<file path="config.mk">
export PLATFORM = sky130hd
export DESIGN_NAME = pcs_40g_tx_sched_flat
export DESIGN_NICKNAME = d
export VERILOG_FILES = /design/src/rtl/pcs_40g_tx_sched_if.sv /design/src/rtl/pcs_40g_tx_sched.sv /design/src/flat_wrapper.sv
export SDC_FILE = /design/constraint.sdc
export NUM_CORES = 1
export LEC_CHECK = 0
export ABC_AREA = 1
export ABC_CLOCK_PERIOD_IN_PS = 1410
export CORE_UTILIZATION = 47
export CTS_CLUSTER_DIAMETER = 60
export DETAILED_ROUTE_END_ITERATION = 7
export MAX_ROUTING_LAYER = met4
export PLACE_DENSITY_LB_ADDON = 0.1
export SYNTH_ARGS = -nofsm -noshare
export SYNTH_HDL_FRONTEND = slang
export SYNTH_SLANG_ARGS = --single-unit
</file>
<file path="constraint.sdc">
create_clock -name clk -period 1.41 [get_ports clk]
set_input_delay 0.2115 -clock clk [delete_from_list [all_inputs] [get_ports clk]]
set_output_delay 0.2115 -clock clk [all_outputs]
set_load 0.05 [all_outputs]
</file>
<file path="src/rtl/pcs_40g_tx_sched_if.sv">
// pcs_40g_tx_sched_if
//   Handshake/slot bundle between the MAC-facing side and the 40G PCS
//   transmit scheduler.
//   valid_i     : MAC presents a 4-lane block this cycle
//   ready_o     : PCS accepts the MAC block this cycle
//   am_v_o      : alignment-marker slot, markers on all 4 lanes
//   stall_o     : gearbox stall cycle, encoder emits nothing
//   idle_fill_o : data slot without a MAC block, encoder emits idles
//   master modport = MAC side, slave modport = scheduler side.
interface pcs_40g_tx_sched_if;
   logic valid_i;
   logic ready_o;
   logic am_v_o;
   logic stall_o;
   logic idle_fill_o;

   modport master (
      output valid_i,
      input  ready_o,
      input  am_v_o,
      input  stall_o,
      input  idle_fill_o
   );

   modport slave (
      input  valid_i,
      output ready_o,
      output am_v_o,
      output stall_o,
      output idle_fill_o
   );
endinterface

</file>
<file path="src/rtl/pcs_40g_tx_sched.sv">
// pcs_40g_tx_sched
//   Transmit slot scheduler for a 4-lane 40G PCS. Every cycle is classified
//   as a gearbox STALL, an alignment-marker (AM) slot or a DATA slot, from
//   the current counter values only (Moore decode, zero-cycle latency).
//   A stall has priority over an AM; because the gap counter does not move
//   during a stall, a colliding AM is simply deferred to the next cycle.
// Ports
//   clk    : clock, rising edge
//   nreset : synchronous, active-high reset
//   mac    : handshake/slot bundle (slave side), see pcs_40g_tx_sched_if
//   seq_o  : gearbox sequence index, 0..SEQ_N-1
//   gap_o  : AM gap index, 0..GAP_N (GAP_N means the next slot is AM)
//   ovf_o  : sticky, MAC offered a block while ready_o was low
module pcs_40g_tx_sched #(
   parameter int GAP_N = 16383,
   parameter int SEQ_N = 33
) (
   input  logic                       clk,
   input  logic                       nreset,
   pcs_40g_tx_sched_if.slave          mac,
   output logic [$clog2(SEQ_N)-1:0]   seq_o,
   output logic [$clog2(GAP_N+1)-1:0] gap_o,
   output logic                       ovf_o
);

   localparam int SW = $clog2(SEQ_N);
   localparam int GW = $clog2(GAP_N + 1);

   localparam logic [SW-1:0] SEQ_ZERO = SW'(0);
   localparam logic [SW-1:0] SEQ_ONE  = SW'(1);
   localparam logic [SW-1:0] SEQ_LAST = SW'(SEQ_N - 1);
   localparam logic [GW-1:0] GAP_ZERO = GW'(0);
   localparam logic [GW-1:0] GAP_ONE  = GW'(1);
   localparam logic [GW-1:0] GAP_MAX  = GW'(GAP_N);

   typedef enum logic [1:0] {
      SLOT_DATA  = 2'd0,
      SLOT_AM    = 2'd1,
      SLOT_STALL = 2'd2
   } slot_e;

   logic [SW-1:0] seq_q;
   logic [GW-1:0] gap_q;
   logic          ovf_q;

   logic [SW-1:0] seq_next_s;
   logic [GW-1:0] gap_next_s;
   logic          ovf_next_s;
   slot_e         slot_s;
   logic          ready_s;
   logic          am_s;
   logic          stall_s;
   logic          idle_s;

   // Slot classification: stall outranks AM, AM outranks data.
   always_comb begin
      slot_s = SLOT_DATA;
      if (seq_q == SEQ_LAST) begin
         slot_s = SLOT_STALL;
      end else if (gap_q == GAP_MAX) begin
         slot_s = SLOT_AM;
      end else begin
         slot_s = SLOT_DATA;
      end
   end

   // Slot outputs, all forced low while reset is asserted.
   always_comb begin
      ready_s = 1'b0;
      am_s    = 1'b0;
      stall_s = 1'b0;
      idle_s  = 1'b0;
      if (nreset) begin
         ready_s = 1'b0;
      end else begin
         case (slot_s)
            SLOT_STALL: stall_s = 1'b1;
            SLOT_AM:    am_s    = 1'b1;
            SLOT_DATA: begin
               ready_s = 1'b1;
               idle_s  = ~mac.valid_i;
            end
            default:    stall_s = 1'b0;
         endcase
      end
   end

   // Next-state: sequence always advances, gap freezes on stall so a
   // colliding AM is held over rather than lost.
   always_comb begin
      seq_next_s = seq_q;
      gap_next_s = gap_q;
      ovf_next_s = ovf_q;
      if (nreset) begin
         seq_next_s = SEQ_ZERO;
         gap_next_s = GAP_MAX;
         ovf_next_s = 1'b0;
      end else begin
         if (seq_q == SEQ_LAST) begin
            seq_next_s = SEQ_ZERO;
         end else begin
            seq_next_s = seq_q + SEQ_ONE;
         end
         case (slot_s)
            SLOT_STALL: gap_next_s = gap_q;
            SLOT_AM:    gap_next_s = GAP_ZERO;
            SLOT_DATA:  gap_next_s = gap_q + GAP_ONE;
            default:    gap_next_s = GAP_MAX;
         endcase
         if (mac.valid_i && !ready_s) begin
            ovf_next_s = 1'b1;
         end else begin
            ovf_next_s = ovf_q;
         end
      end
   end

   // Counter and sticky-flag registers.
   always_ff @(posedge clk) begin
      seq_q <= seq_next_s;
      gap_q <= gap_next_s;
      ovf_q <= ovf_next_s;
   end

   assign mac.ready_o     = ready_s;
   assign mac.am_v_o      = am_s;
   assign mac.stall_o     = stall_s;
   assign mac.idle_fill_o = idle_s;
   assign seq_o           = seq_q;
   assign gap_o           = gap_q;
   assign ovf_o           = ovf_q;

endmodule

</file>
<file path="src/flat_wrapper.sv">
// flat-port wrapper written by rule: the top's interface ports become plain ports
module pcs_40g_tx_sched_flat 
#(
   parameter int GAP_N = 16383,
   parameter int SEQ_N = 33
)
  (clk, nreset, seq_o, gap_o, ovf_o, mac_valid_i, mac_ready_o, mac_am_v_o, mac_stall_o, mac_idle_fill_o);
  pcs_40g_tx_sched_if mac_i ();
  input  logic clk;
  input  logic nreset;
  output logic [$clog2(SEQ_N)-1:0] seq_o;
  output logic [$clog2(GAP_N+1)-1:0] gap_o;
  output logic ovf_o;
  input wire logic [$bits(mac_i.valid_i)-1:0] mac_valid_i;
  output wire logic [$bits(mac_i.ready_o)-1:0] mac_ready_o;
  output wire logic [$bits(mac_i.am_v_o)-1:0] mac_am_v_o;
  output wire logic [$bits(mac_i.stall_o)-1:0] mac_stall_o;
  output wire logic [$bits(mac_i.idle_fill_o)-1:0] mac_idle_fill_o;
  assign mac_i.valid_i = mac_valid_i;
  assign mac_ready_o = mac_i.ready_o;
  assign mac_am_v_o = mac_i.am_v_o;
  assign mac_stall_o = mac_i.stall_o;
  assign mac_idle_fill_o = mac_i.idle_fill_o;
  pcs_40g_tx_sched #(.GAP_N(GAP_N), .SEQ_N(SEQ_N)) u_core (.clk(clk), .nreset(nreset), .mac(mac_i), .seq_o(seq_o), .gap_o(gap_o), .ovf_o(ovf_o));
endmodule
</file>
### Word level (Yosys, flattened, before mapping)

Cells that the tools add are included.

* bits in registers: 21
* word-level logic and storage cells: 25

* eq/ne operators: 4
* bitwise logic cells: 1
* add/subtract/negate cells: 2
* muxes and demuxes: 11
* reductions and logical operators: 4

Operator list (count)
* one-hot mux 14 bit (3 select lines): 1
* adder 14 x 1 -> 14 bit, second input constant: 1
* equality test 14 bit, second input constant: 1
* two-way mux 1 bit: 9
* adder 6 x 1 -> 6 bit, second input constant: 1
* equality test 6 bit, second input constant: 1
* equality test 2 x 1 -> 1 bit, second input constant: 1
* equality test 2 bit, second input constant: 1
* zero test 2 bit: 1
* two-way mux 2 bit: 1
* OR reduction 2 bit: 1
* logical AND 1 bit: 1
* zero test 1 bit: 1
* NOT 1 bit: 1

### Logic depth before layout (Yosys ltp)

* word-level depth: 8
* depth in mapped cells: 8
* gate-level depth less buffers: 8

### Worst setup path after synthesis

Ideal clock, no wire load.

* kind: reg2out
* from: register u_core.seq_q[0] (netlist: u_core.seq_o[0])
* to: output port mac_idle_fill_o
* stages on the path, launching flop included: 7
* data required time: 1199 ps
* data arrival time: 2359 ps
* slack: -1160 ps
* path buffers: 1
* cell sequence: dfxtp_1 inv_1 ha_1 nand3_2 buf_6 nand2_4 nor3_1

* cells in the longest elaborated chain, start to end: 5

Ends and longest elaborated chain
* start: declaration: RTL line pcs_40g_tx_sched.sv:42 `logic [SW-1:0] seq_q;`
* start signal: assignment: RTL line pcs_40g_tx_sched.sv:120 `seq_q <= seq_next_s;`
* equality test 6 bit: RTL line pcs_40g_tx_sched.sv:58 `if (seq_q == SEQ_LAST) begin`
* two-way mux 2 bit: RTL line pcs_40g_tx_sched.sv:58
* zero test 2 bit: RTL line pcs_40g_tx_sched.sv:76 `case (slot_s)`
* two-way mux 1 bit: RTL line pcs_40g_tx_sched.sv:76
* two-way mux 1 bit: RTL line pcs_40g_tx_sched.sv:73 `if (nreset) begin`
* end: declaration: RTL line flat_wrapper.sv:18 `output wire logic [$bits(mac_i.idle_fill_o)-1:0] mac_idle_fill_o;`

Every way passes these cells.

### Worst setup path after layout

* from: register u_core.gap_q[4] (netlist: u_core.gap_o[4])
* to: output port mac_ready_o

* cells in the longest elaborated chain, start to end: 6

Ends and longest elaborated chain
* start: declaration: RTL line pcs_40g_tx_sched.sv:43 `logic [GW-1:0] gap_q;`
* start signal: assignment: RTL line pcs_40g_tx_sched.sv:121 `gap_q <= gap_next_s;`
* equality test 14 bit: RTL line pcs_40g_tx_sched.sv:60 `end else if (gap_q == GAP_MAX) begin`
* two-way mux 1 bit: RTL line pcs_40g_tx_sched.sv:60
* two-way mux 2 bit: RTL line pcs_40g_tx_sched.sv:58
* zero test 2 bit: RTL line pcs_40g_tx_sched.sv:76
* two-way mux 1 bit: RTL line pcs_40g_tx_sched.sv:76
* two-way mux 1 bit: RTL line pcs_40g_tx_sched.sv:73
* end: declaration: RTL line flat_wrapper.sv:15 `output wire logic [$bits(mac_i.ready_o)-1:0] mac_ready_o;`

Every way passes these cells.

==> out/summary.txt <==
Status -> finished, violations left
Failing checks -> setup timing
DRC viols -> 0
Hold Crit Class -> reg2reg
Synth-to-Final Area Change -> 89.5%
Synthesized area -> 1100 um2
Row cnt -> 17
Clk slew on worst S/H paths -> 0.12 ns
Deepest clock path buffer count -> 2
Worst vdd ir -> 2.41 mV
Root buffer cell -> clkbuf_4
TritonCTS Buffers -> 3
Fillers -> 71
Final setup margin -> -0.364 ns
FF-to-FF Start -> u_core.seq_o[1]
Die Y -> 50.4 um
R2R depth -> 9
RSZ-0062 raised after global routing -> true
Final setup violation count -> 18
Fin Setup TNS -> -2.43 ns
Setup crit start kind -> register
CTS tree -> built
R2R Path End -> u_core.gap_o[8]
Wirelength, routed -> 5.10 mm
Initial Util -> 49.8%
Max-cap violations -> 0
Final Critical Period -> 1.77 ns
Top-area cell type share of the netlist area -> 38.2%
WP data required -> 1.20 ns
Worst hold path depth -> 2
Area contributors post-synth -> dfxtp_1 38%, nand2_1 17%, nand3_1 9.1%
Routed WL per cell -> 20.6 um
Leakage -> 0.998 nW
F_max -> 0.564 GHz
Power density over the cells -> 2470 nW/um2
Relative slew slack -> 82.0%
Fin cells -> 247
Cell Area, Placed -> 1900 um2
IO buf count -> 27
Synth warn -> 0
Commonest non-fill, non-tap cell in the layout -> nand2_1
Overall Power -> 5.15 mW
CP arrival -> 1.56 ns
Synth cell types -> 21
Sequential share of the synthesized area -> 38.2%
I/O pins -> 28
Final Max Slew Viols -> 0
Die area -> 2540 um2
H-tree Lvls -> 1
Placed Cells -> 234
Reg2reg setup slack -> -0.28 ns
Vias in the first global route -> 1337
Total GRT Usage -> 32.3%
Fin crit share -> 126%
Final nets -> 225
Post-synth top area cell -> dfxtp_1
Worst skew pair latency -> 0.33 ns
Synth Instances -> 160
Core Util, Final -> 94.3%
Post-place setup slack -> -0.0990 ns
Vias after detailed routing -> 1487
First-pass GRT wire length -> 6.08 mm
Final Cell Area -> 2090 um2
Syn_nets -> 166
Largest net degree at the start of global routing -> 14
Vias per Instance -> 6.02
Hold_sp -> u_core.ovf_o
Layout cells sized above 1 -> 49.1%
Gpl congestion -> 0.891
Number of routed nets with antenna violations -> 0
Most frequent cells in the layout -> 49 x nand2_1, 25 x buf_12, 25 x buf_4
Final HPWL DP -> 2.43 mm
Final Hold Fails -> 0
DIE WIDTH -> 50.4 um
Starting DRC count in detailed routing -> 105
DR pass1 iterations -> 6
Hold_buf cts -> 0
Core area -> 2210 um2
Clock sinks -> 21
Worst slew pin tran -> 0.270 ns
Synthesized area per cell -> 6.88 um2
Crit. End Element -> output port
Worst-path maximum fanout -> 5
Hold Path Sink -> u_core.ovf_o
Worst hold slack -> 0.546 ns
Crit Path Category -> reg2out
Setup Skew -> 0.0130 ns
Congestion Overflow GR -> 0
Number of synthesized register bits -> 21
Antenna violations before repair -> 1
## Yosys cell counts, drive strengths merged
cell type / n
nor3: 2
xnor2: 2
o21a: 1
a21oi: 2
clkbuf: 1
nand2: 53
or2: 1
inv: 17
nand4: 5
dfxtp: 21
buf: 1
nand3: 21
xor2: 6
nor2: 24
ha: 3
## layer usage
layer	global-route usage (%)	wire length [um]	vias to the layer above
li1	-	-	620
met2	54.9	2490	144
met3	6.06	459	48
met4	13.0	352	0
met1	37.3	1790	675
met5	-	0	-
## worst max-delay path, cell delays in order (launching register included)
cell and delay (ns):
dfxtp_4 0.41, nand2_2 0.11, nor2_4 0.22, nand2_4 0.09, nor2_4 0.19, nor2_2 0.08, buf_12 0.15
## final cells by class
type	instances	area, um2	share of cell area, %
antenna	1	2.50	0.120
tap	28	35.0	1.68
clock buffer	4	26.3	1.26
sequential	21	458	21.9
multi-input combinational	120	741	35.5
inverter	17	71.3	3.42
timing repair buffer	56	753	36.1
## power breakdown
part	leakage, nW	total [mW]	switching, mW	internal (mW)
clock network	0.0150	0.325	0.214	0.111
logic	0.810	3.76	2.29	1.48
registers	0.173	1.06	0.239	0.822
total	0.998	5.15	2.74	2.41
## sequential cells by signal, summed over array words and instances, names as in the netlist
signal / count
u_core.gap_o: 14
u_core.seq_o: 6
u_core.ovf_o: 1
## kinds of logic (layout without fill, tap and decap cells)
logic type / count (synthesis) / after routing / synth area share, %
other: 0 / 1 / 0
adder cells (fa/ha/maj): 3 / 3 / 3.41
XOR/XNOR: 8 / 8 / 6.36
flip-flops: 21 / 21 / 38.2
AO/OA/AOI/OAI: 3 / 3 / 1.59
buffers and inverters: 19 / 77 / 7.16
AND/OR/NAND/NOR: 106 / 106 / 43.3
## how the worst max path moves through the flow
stage | start | end | slack (ns)
floorplan | u_core.seq_o[0] | mac_idle_fill_o | -0.25
global placement | nreset | mac_idle_fill_o | -0.05
detailed placement | nreset | mac_idle_fill_o | -0.1
CTS | u_core.seq_o[1] | mac_am_v_o | -0.26
global route | u_core.gap_o[0] | mac_am_v_o | -0.43
finish | u_core.gap_o[4] | mac_ready_o | -0.36
## what timing repair did
| item | 4_1_cts | 5_1_grt |
|---|---|---|
| buffers inserted | 3 | 5 |
| pin swaps | 2 | 4 |
| setup endpoints to repair | 4 | 11 |
| resized for setup | 9 | 16 |
(Power assumes the default switching activity.)
